[src/rtl/edit_mem_read_ctrl_pkg.sv]
// Package for the edit-memory read controller.
// Holds the default widths, the tag width helper and the FSM state encoding
// shared by the top and the tag pipe.
package edit_mem_read_ctrl_pkg;

    localparam int EM_BUF_PTR_NBITS     = 8;
    localparam int EM_BUF_PTR_LSB_NBITS = 2;
    localparam int DATA_PATH_NBITS      = 32;
    localparam int PORT_ID_NBITS        = 3;
    localparam int NPORTS               = 1 << PORT_ID_NBITS;
    localparam int RD_LAT_DFLT          = 3;
    localparam int CREDIT_NBITS_DFLT    = 4;
    localparam int CREDIT_MAX_DFLT      = 8;

    // Tag layout, MSB first: {valid, port id, sop, eop}
    function automatic int tag_nbits(input int id_nbits);
        return 1 + id_nbits + 2;
    endfunction

    localparam int TAG_NBITS = tag_nbits(PORT_ID_NBITS);

    typedef enum logic {
        ST_IDLE  = 1'b0,
        ST_ISSUE = 1'b1
    } rd_state_e;

endpackage

[src/rtl/edit_mem_read_ctrl_tag_pipe.sv]
// em_rd_tag_pipe: fixed-latency delay line for request tags.
// A tag entering on in_i appears on out_o DEPTH cycles later. Reset clears
// every stage, so in-flight tags are discarded.
// Ports:
//   clk_i  clock
//   rst_i  synchronous active-high reset
//   in_i   tag loaded every cycle (valid bit is part of the tag)
//   out_o  tag from DEPTH cycles ago
module em_rd_tag_pipe #(
    parameter int W     = 6,
    parameter int DEPTH = 3
) (
    input  logic         clk_i,
    input  logic         rst_i,
    input  logic [W-1:0] in_i,
    output logic [W-1:0] out_o
);

    logic [W-1:0] stage_q [DEPTH];

    always_ff @(posedge clk_i) begin
        if (rst_i) begin
            for (int i = 0; i < DEPTH; i++) stage_q[i] <= '0;
        end else begin
            stage_q[0] <= in_i;
            for (int i = 1; i < DEPTH; i++) stage_q[i] <= stage_q[i-1];
        end
    end

    assign out_o = stage_q[DEPTH-1];

endmodule

[src/rtl/edit_mem_read_ctrl.sv]
// edit_mem_read_ctrl: read-side initiator for the edit-memory packet buffer.
// Takes one segment descriptor at a time, expands it into one data_req beat
// per line (gated by per-port line credits), tracks each beat through a
// fixed-latency tag pipe and routes the returned line to its egress port.
//
// Handshake: a descriptor transfers on a rising clock edge where both
// desc_valid_i and desc_ready_o are high. desc_ready_o is high only in IDLE
// (and low while rst_i is high); it does not depend on desc_valid_i.
//
// Ports:
//   clk_i, rst_i                 clock, synchronous active-high reset
//   desc_*_i / desc_ready_o      segment descriptor input
//   port_credit_ret_i            one line credit back per set bit, per port
//   data_req_*_o                 registered line read request
//   edit_mem_ack_i/_rdata_i      returned line, RD_LAT cycles after data_req
//   port_data_*_o                line delivered to egress, one cycle after ack
//   err_unexp_ack_o              sticky: ack/tag mismatch or credit overflow
//   dbg_state_o                  current FSM state (0 IDLE, 1 ISSUE)
module edit_mem_read_ctrl
    import edit_mem_read_ctrl_pkg::*;
#(
    parameter int BPTR_NBITS     = EM_BUF_PTR_NBITS,
    parameter int BPTR_LSB_NBITS = EM_BUF_PTR_LSB_NBITS,
    parameter int DATA_NBITS     = DATA_PATH_NBITS,
    parameter int ID_NBITS       = PORT_ID_NBITS,
    parameter int RD_LAT         = RD_LAT_DFLT,
    parameter int CREDIT_NBITS   = CREDIT_NBITS_DFLT,
    parameter int CREDIT_MAX     = CREDIT_MAX_DFLT
) (
    input  logic                      clk_i,
    input  logic                      rst_i,
    input  logic                      desc_valid_i,
    output logic                      desc_ready_o,
    input  logic [ID_NBITS-1:0]       desc_dst_port_id_i,
    input  logic [BPTR_NBITS-1:0]     desc_buf_ptr_i,
    input  logic [BPTR_LSB_NBITS-1:0] desc_nlines_m1_i,
    input  logic                      desc_sop_i,
    input  logic                      desc_eop_i,
    input  logic [(1<<ID_NBITS)-1:0]  port_credit_ret_i,
    output logic                      data_req_o,
    output logic [ID_NBITS-1:0]       data_req_dst_port_id_o,
    output logic                      data_req_sop_o,
    output logic                      data_req_eop_o,
    output logic [BPTR_NBITS-1:0]     data_req_buf_ptr_o,
    output logic [BPTR_LSB_NBITS-1:0] data_req_buf_ptr_lsb_o,
    input  logic                      edit_mem_ack_i,
    input  logic [DATA_NBITS-1:0]     edit_mem_rdata_i,
    output logic                      port_data_valid_o,
    output logic [ID_NBITS-1:0]       port_data_id_o,
    output logic                      port_data_sop_o,
    output logic                      port_data_eop_o,
    output logic [DATA_NBITS-1:0]     port_data_o,
    output logic                      err_unexp_ack_o,
    output logic                      dbg_state_o
);

    localparam int NP = 1 << ID_NBITS;
    localparam int TW = tag_nbits(ID_NBITS);
    localparam logic [CREDIT_NBITS-1:0] CMAX = CREDIT_NBITS'(CREDIT_MAX);

    rd_state_e state_q, state_d;

    logic [ID_NBITS-1:0]       port_q;
    logic [BPTR_NBITS-1:0]     ptr_q;
    logic [BPTR_LSB_NBITS-1:0] nlm1_q, line_q;
    logic                      sop_q, eop_q;

    logic [NP-1:0][CREDIT_NBITS-1:0] credit_q, credit_d;
    logic                            sat_err;

    logic accept, issue, last_line;

    logic [TW-1:0] tag_in, tag_out;

    logic                  pdv_q, pd_sop_q, pd_eop_q, err_q;
    logic [ID_NBITS-1:0]   pd_id_q;
    logic [DATA_NBITS-1:0] pd_data_q;

    assign desc_ready_o = (state_q == ST_IDLE) && !rst_i;
    assign accept       = desc_ready_o && desc_valid_i;
    assign issue        = (state_q == ST_ISSUE) && (credit_q[port_q] != '0);
    assign last_line    = (line_q == nlm1_q);

    always_comb begin
        state_d = state_q;
        case (state_q)
            ST_IDLE:  if (desc_valid_i) state_d = ST_ISSUE;
            ST_ISSUE: if (issue && last_line) state_d = ST_IDLE;
            default:  state_d = ST_IDLE;
        endcase
    end

    always_ff @(posedge clk_i) begin
        if (rst_i) state_q <= ST_IDLE;
        else       state_q <= state_d;
    end

    // Latched descriptor and line counter. The counter stops being used once
    // the last line issues, so an all-ones segment never walks into the next
    // buffer even though line_q itself wraps.
    always_ff @(posedge clk_i) begin
        if (rst_i) begin
            port_q <= '0;
            ptr_q  <= '0;
            nlm1_q <= '0;
            sop_q  <= 1'b0;
            eop_q  <= 1'b0;
            line_q <= '0;
        end else if (accept) begin
            port_q <= desc_dst_port_id_i;
            ptr_q  <= desc_buf_ptr_i;
            nlm1_q <= desc_nlines_m1_i;
            sop_q  <= desc_sop_i;
            eop_q  <= desc_eop_i;
            line_q <= '0;
        end else if (issue) begin
            line_q <= line_q + 1'b1;
        end
    end

    always_ff @(posedge clk_i) begin
        if (rst_i) begin
            data_req_o             <= 1'b0;
            data_req_dst_port_id_o <= '0;
            data_req_sop_o         <= 1'b0;
            data_req_eop_o         <= 1'b0;
            data_req_buf_ptr_o     <= '0;
            data_req_buf_ptr_lsb_o <= '0;
        end else begin
            data_req_o <= issue;
            if (issue) begin
                data_req_dst_port_id_o <= port_q;
                data_req_sop_o         <= sop_q && (line_q == '0);
                data_req_eop_o         <= eop_q && last_line;
                data_req_buf_ptr_o     <= ptr_q;
                data_req_buf_ptr_lsb_o <= line_q;
            end
        end
    end

    // Credits: an issue and a return on the same port cancel out. A return
    // into a full counter is dropped and flagged.
    always_comb begin
        credit_d = credit_q;
        sat_err  = 1'b0;
        for (int p = 0; p < NP; p++) begin
            if (issue && (port_q == ID_NBITS'(p)) && !port_credit_ret_i[p]) begin
                credit_d[p] = credit_q[p] - 1'b1;
            end else if (!(issue && (port_q == ID_NBITS'(p))) && port_credit_ret_i[p]) begin
                if (credit_q[p] >= CMAX) sat_err = 1'b1;
                else                     credit_d[p] = credit_q[p] + 1'b1;
            end
        end
    end

    always_ff @(posedge clk_i) begin
        if (rst_i) begin
            for (int p = 0; p < NP; p++) credit_q[p] <= CMAX;
        end else begin
            credit_q <= credit_d;
        end
    end

    // The tag enters from the registered request, so it leaves the pipe in
    // the same cycle the responder acks that request.
    assign tag_in = {data_req_o, data_req_dst_port_id_o, data_req_sop_o, data_req_eop_o};

    em_rd_tag_pipe #(
        .W     (TW),
        .DEPTH (RD_LAT)
    ) u_tag_pipe (
        .clk_i (clk_i),
        .rst_i (rst_i),
        .in_i  (tag_in),
        .out_o (tag_out)
    );

    // Delivery follows the ack alone; a missing or extra ack only raises the
    // sticky error so the egress side still sees exactly what memory returned.
    always_ff @(posedge clk_i) begin
        if (rst_i) begin
            pdv_q     <= 1'b0;
            pd_id_q   <= '0;
            pd_sop_q  <= 1'b0;
            pd_eop_q  <= 1'b0;
            pd_data_q <= '0;
            err_q     <= 1'b0;
        end else begin
            pdv_q     <= edit_mem_ack_i;
            pd_id_q   <= tag_out[TW-2 -: ID_NBITS];
            pd_sop_q  <= tag_out[1];
            pd_eop_q  <= tag_out[0];
            pd_data_q <= edit_mem_rdata_i;
            err_q     <= err_q | (edit_mem_ack_i ^ tag_out[TW-1]) | sat_err;
        end
    end

    assign port_data_valid_o = pdv_q;
    assign port_data_id_o    = pd_id_q;
    assign port_data_sop_o   = pd_sop_q;
    assign port_data_eop_o   = pd_eop_q;
    assign port_data_o       = pd_data_q;
    assign err_unexp_ack_o   = err_q;
    assign dbg_state_o       = state_q;

endmodule

[config.mk]
export PLATFORM = sky130hd
export DESIGN_NAME = edit_mem_read_ctrl
export DESIGN_NICKNAME = d
export VERILOG_FILES = /design/src/rtl/edit_mem_read_ctrl_pkg.sv /design/src/rtl/edit_mem_read_ctrl_tag_pipe.sv /design/src/rtl/edit_mem_read_ctrl.sv
export SDC_FILE = /design/constraint.sdc
export NUM_CORES = 1
export LEC_CHECK = 0
export BUFFER_PORTS_ARGS = -buffer_cell sky130_fd_sc_hd__buf_2
export CAP_MARGIN = 20
export CELL_PAD_IN_SITES_DETAIL_PLACEMENT = 0
export CELL_PAD_IN_SITES_GLOBAL_PLACEMENT = 1
export CORE_MARGIN = 2
export CORE_UTILIZATION = 33
export CTS_BUF_LIST = sky130_fd_sc_hd__clkbuf_16
export DETAILED_ROUTE_END_ITERATION = 8
export GPL_TIMING_DRIVEN = 0
export PLACE_DENSITY = 0.63
export SLEW_MARGIN = 25
export SYNTH_ARGS = -nofsm -noshare
export SYNTH_HDL_FRONTEND = slang
export SYNTH_HIERARCHICAL = 1
export SYNTH_SLANG_ARGS = --single-unit
export TNS_END_PERCENT = 30
[constraint.sdc]
create_clock -name clk_i -period 4.54 [get_ports clk_i]
set_clock_uncertainty 0.1 [all_clocks]
set_input_delay 0.454 -clock clk_i [delete_from_list [all_inputs] [get_ports clk_i]]
set_output_delay 0.454 -clock clk_i [all_outputs]
set_load 0.01 [all_outputs]
Yosys cells after proc, flatten, opt, wreduce, memory -nomap -nowiden:

Memory sizes are Yosys's and may differ from the RTL's.
Index checks and enable logic that the tools add are counted.

* reductions and logical operators: 67
* eq/ne operators: 16
* shift operators: 0
* div/mod/pow operators: 0
* muxes and demuxes: 59
* bitwise gates (word level): 7
* $lt $le $gt $ge: 9
* add/sub/neg operators: 17
* multipliers: 0

Operators with widths (count)
* $mux W4: 25
* $add A4 B1 Y4 const B: 8
* $ge A4 B4 Y1 const B: 8
* $sub A4 B1 Y4 const B: 8
* $logic_and A1 B1 Y1: 30
* $mux W1: 29
* $mux W6: 3
* $logic_not A1 Y1: 17
* $ne A2 B2 Y1 const B: 8
* $reduce_and A2 Y1: 8
* $reduce_bool A2 Y1: 8
* $bmux W4 S3: 1
* $eq A3 B3 Y1 const B: 4
* $eq A3 B2 Y1 const B: 2
* $or A1 B1 Y1: 5
* $lt A3 B4 Y1 const B: 1
* $reduce_bool A4 Y1: 1
* $eq A3 B1 Y1 const B: 1
* $logic_not A3 Y1: 1
* $add A2 B1 Y2 const B: 1
* $eq A2 B2 Y1: 1
* $logic_not A2 Y1: 1
* $pmux W1 S2: 1
* $reduce_or A2 Y1: 1
* 2 further kinds: 2

* memory bits (read-only): 0
* input bits: 59
* latch bits: 0
* register bits: 105
* RAM bits: 18
* memories: 1

Memory list
* u_tag_pipe.stage_q: depth 3, width 6, rd ports 3, clocked after Yosys merged registers in 0, wr ports 3, line edit_mem_read_ctrl_tag_pipe.sv:19 `logic [W-1:0] stage_q [DEPTH];`

Logic depth before layout (Yosys ltp):

* depth after elaboration: 31
* depth in mapped cells: 14

Cells and area by module:

Netlist, hierarchy kept.

By module, submodules not included
* edit_mem_read_ctrl: area an instance 4810.9 sq um, sequential area each 2102.0 sq um, cells each 520, times used 1
* em_rd_tag_pipe: area an instance 534.3 sq um, sequential area each 360.3 sq um, cells each 43, times used 1

Least setup slack after synthesis:

Ideal clock, no wire load.

* kind: register to register
* from: reg credit_q[16] (netlist name)
* to: reg credit_q[19] (netlist name)
* path slack: 1.361 ns
* stages on the path, launching flop included: 14
* required time: 4.306 ns
* data arrival time: 2.945 ns
* cells stage by stage: dfxtp_1 -> nor4_1 -> o21ai_1 -> or4_4 -> nand3_4 -> buf_8 -> nor3_1 -> ha_1 -> ha_1 -> a21o_1 -> a21oi_1 -> mux2_2 -> nor2_1 -> o21ai_0

* word-level cells in the longest chain between the ends: 9
* elaborated cells on any way between the ends: 17
* classes of those cells: add/sub: 2; order compare: 1; eq/ne: 1; mux: 5; reduce/logical: 8

RTL lines
* from (decl): line edit_mem_read_ctrl.sv:68 `logic [NP-1:0][CREDIT_NBITS-1:0] credit_q, credit_d;`
* from (signal assigned): line edit_mem_read_ctrl.sv:160 `credit_q <= credit_d;`
* $bmux W4 S3: line edit_mem_read_ctrl.sv:81 `assign issue = (state_q == ST_ISSUE) && (credit_q[port_q] != '0);`
* $mux W4 (not written as such): line edit_mem_read_ctrl.sv:81
* $reduce_bool A4 Y1: line edit_mem_read_ctrl.sv:81
* $logic_and A1 B1 Y1: line edit_mem_read_ctrl.sv:81
* $logic_and A1 B1 Y1: line edit_mem_read_ctrl.sv:147, edit_mem_read_ctrl.sv:149
* $logic_not A1 Y1: line edit_mem_read_ctrl.sv:149 `end else if (!(issue && (port_q == ID_NBITS'(p))) && port_credit_ret_i[p]) begin`
* $logic_and A1 B1 Y1: line edit_mem_read_ctrl.sv:149
* $reduce_bool A2 Y1 (no source line)
* $reduce_and A2 Y1 (no source line)

Parallel ways exist; a longest one is shown, timed or not. The select of a mux whose other input is x is not followed.
A chain may end at the register's enable or synchronous reset.

Worst setup path after layout:

* from: reg credit_q[16] (netlist name)
* to: reg credit_q[27] (netlist name)

* word-level cells in the longest chain between the ends: 9
* elaborated cells on any way between the ends: 12
* classes of those cells: eq/ne: 1; mux: 3; reduce/logical: 8

RTL lines (line)
* $bmux W4 S3 (*): edit_mem_read_ctrl.sv:81
* $mux W4 (not written as such) (*): edit_mem_read_ctrl.sv:81
* $reduce_bool A4 Y1 (*): edit_mem_read_ctrl.sv:81
* $logic_and A1 B1 Y1 (*): edit_mem_read_ctrl.sv:81
* $logic_and A1 B1 Y1 (*): edit_mem_read_ctrl.sv:147, edit_mem_read_ctrl.sv:149
* $logic_not A1 Y1: edit_mem_read_ctrl.sv:149
* $logic_and A1 B1 Y1: edit_mem_read_ctrl.sv:149
* $reduce_bool A2 Y1 (no source line)
* $reduce_and A2 Y1 (no source line)

Every way passes the cells marked *; elsewhere a longest branch is shown, timed or not. The select of a mux whose other input is x is not followed.

==> flow_summary.ini <==
[run_status]
status = finished, final reports clean

[clocking]
cts_root_buffer = clkbuf_16
cts.clk_slew.worst_paths_ps = 60
htree_levels = 4
cts_setup_buffers = 0
cts_tree = yes
cts_buffers = 17
post_cts_hold_buffer_count = 0
clock-sinks = 123
clock_tree.buffer_depth = 2
cts_resized = 0
clock_latency_ps = 410

[timing]
relSlewSlack_pct = 44.4
slew_viol_final = 0
tightest_slew_ps = 833
max_clock_freq_mhz = 276
rsz0062_at_grt = false
final-hold-violation-count = 0
setup_viol = 0
period_minus_slack_ps = 3630
fin_setup_tns_ps = 0
hold_ws_ps = 138
fin_crit_sh_pct = 79.9

[die]
fp.dieW_um = 131
rows = 46
coreArea_um2 = 15900
die-height_um = 131
initial_core_util_pct = 33.6
num_io_pins = 116
die-area_um2 = 17200

[min_path]
holdPathEnd = ptr_q[6]
min_from = desc_buf_ptr_i[6]
min_path_cells = 3
hold_class = in2reg

[synth]
syn_area_per_cell_um2 = 9.49
synth_flop_cell = dfxtp_1
synth.ff_latch_count = 123
yosysUniqueCellTypes = 48
synth_warnings = 6
netlist_top_cells_area = dfxtp_1 46%, ha_1 7.7%, nor2b_1 6.9%
synthCells = 563
synth_edf_count = 0
synth.largest_area_cell = dfxtp_1
syn_nets = 663
synth_top_area_share_pct = 46.1
yosys.cell_count.top_type = dfxtp_1
ys_seq_area_share_pct = 46.1
synth_area_um2 = 5350
synth_common_cells = 123 x dfxtp_1, 59 x nor2_1, 59 x nor2b_1, 50 x nand2_1, 34 x inv_1
synthArstFlopShare_pct = 0

[route]
vias = 4129
ant_nets = 0
viasPerCell = 4.46
drc_errors = 0
first_iter_violations = 181
first_pass_iters = 4
avgRoutedWirePerCell_um = 13.7
routed_wl_um = 12700

[layout]
stdcell_area_um2 = 6800
layout.nets = 797
drive_above_1_share_pct = 24.1
fillers = 1603
areaGrowthSynthToFinish_pct = 27.2
antennaDiodeCount = 0
final_cells = 925

[placement]
gp_congestion = 0.763
dpl_cell_area_um2 = 6190
dpl.cell_count = 894
io_buffers = 115
dp_hpwl_um = 9400

[global_route]
antenna_found_initial = 0
grt_max_degree = 17
grt_remaining_overflow = 0
grt_pass1_wl_um = 21000
grt_pass1_vias = 4183
gr-usage-all-layers_pct = 15.4

[setup_path]
cpMostUsedCell = ha_1
crit_path_start_kind = flop
crit_arrival_ps = 3790
worstPathCellList = nor4_1, o21ai_1, or4_4, nand3_4, buf_8, nor3_1, ha_1, ha_1, a21o_1, a21oi_1, mux2_2, nor2_1, o21ai_0
r2r_setup_slack_ps = 910
max_stage_delay_ps = 610
cp_slowest_cell = or4_4
cp_top_family = simple AND/OR/NAND/NOR gates
worstPathMaxFanout = 10
reg2reg_from = credit_q[16]
required_ps = 4700
critPathBufInv = 1
worstSetupEndpointType = flop
ff2ff_path_depth = 13
crit_type = reg2reg
reg2reg_to = credit_q[27]

[power]
p_leak_uw = 0.00304
ir_drop_uv = 267
powerDensity_nw_per_um2 = 410

[job]
maxCapViolCount = 0
-- cells in the final DEF (no fill, tap or decap), drive strengths merged, types with 2 or more instances in the layout --
| cell | n |
|---|---|
| a211oi | 8 |
| a21o | 8 |
| a21oi | 20 |
| a22oi | 2 |
| a31o | 2 |
| and2b | 7 |
| buf | 125 |
| bufinv | 4 |
| clkbuf | 32 |
| clkinv | 5 |
| clkinvlp | 3 |
| dfxtp | 123 |
| fa | 8 |
| ha | 33 |
| inv | 37 |
| mux2 | 8 |
| mux2i | 20 |
| nand2 | 50 |
| nand2b | 10 |
| nand3 | 7 |
| nand4 | 2 |
| nor2 | 59 |
| nor2b | 59 |
| nor3 | 8 |
| nor4 | 8 |
| o21ai | 23 |
| o22ai | 2 |
| o311ai | 2 |
| o31ai | 3 |
| or4 | 2 |
| xnor2 | 16 |
| xor2 | 3 |
-- area by class of cell --
cell class                      count  area (um^2)  share of cell area, %
Timing Repair Buffer              115          576                   8.47
Tap cell                          216          270                   3.98
Clock inverter                     14          181                   2.67
Inverter                           35          131                   1.93
Buffer                             25          134                   1.97
Multi-Input combinational cell    380         2620                   38.5
Clock buffer                       17          425                   6.26
Sequential cell                   123         2460                   36.2
-- worst max path at each step --
stage | from | to | slack [ps] | cells past startpoint
global placement | port_q[0] | credit_q[23] | 930 | 14
CTS | port_q[0] | credit_q[27] | 890 | 14
global route | port_q[0] | credit_q[27] | 590 | 14
floorplan | credit_q[16] | credit_q[19] | 1360 | 13
finish | credit_q[16] | credit_q[27] | 910 | 13
detailed placement | port_q[0] | credit_q[23] | 900 | 14
-- layer usage --
layer / track usage [%] / vias to the layer above / share of wire, %
met5: 0 / - / 0
met1: 19.1 / 1900 / 47
met4: 7.43 / 0 / 2.5
met3: 3.74 / 22 / 3.6
li1: - / 2129 / -
met2: 25.1 / 78 / 47
-- state kept, by name, summed over array words and instances (netlist names) --
name                    count
data_req_o                  1
data_req_buf_ptr_o          8
data_req_buf_ptr_lsb_o      2
port_data_o                32
data_req_eop_o              1
port_data_sop_o             1
dbg_state_o                 1
line_q                      2
port_data_id_o              3
ptr_q                       8
nlm1_q                      2
credit_q                   32
eop_q                       1
port_q                      3
sop_q                       1
port_data_valid_o           1
u_tag_pipe/stage_q         18
data_req_dst_port_id_o      3
err_unexp_ack_o             1
port_data_eop_o             1
data_req_sop_o              1
-- report_power, final --
part	internal, uW	switching (uW)
clock network	907	489
registers	1120	19.3
logic	105	144
total	2130	652
-- worst reg2reg max path: cells and delay by family, from the launching register on --
family / cells / cell delay (ps)
compound gates: 4 / 620
fa+ha+maj: 2 / 540
buf+inv: 1 / 200
flops: 1 / 340
mux: 1 / 350
simple gates: 5 / 1340
-- logic make-up (layout without fill, tap and decap cells) --
| kind of cell | count (synthesis) | count (layout) | share of synthesized area, % |
|---|---|---|---|
| compound gates | 76 | 76 | 9.13 |
| xor+xnor | 19 | 19 | 3.11 |
| fa+ha+maj | 41 | 41 | 10.7 |
| buf+inv | 60 | 206 | 4.96 |
| flops | 123 | 123 | 46.1 |
| mux | 28 | 28 | 5.43 |
| simple gates | 216 | 216 | 20.6 |
-- metrics by stage --
stage                     utilization, %  setup WS, ps  total power (uW)
final                               42.8           912              2790
after floorplan                        -          1360              1320
after global routing                42.8           593              2900
after detailed placement            39.0           900              1420
after CTS                           42.8           888              2820
after global placement              39.0           934              1410
(Power assumes the default switching activity.)
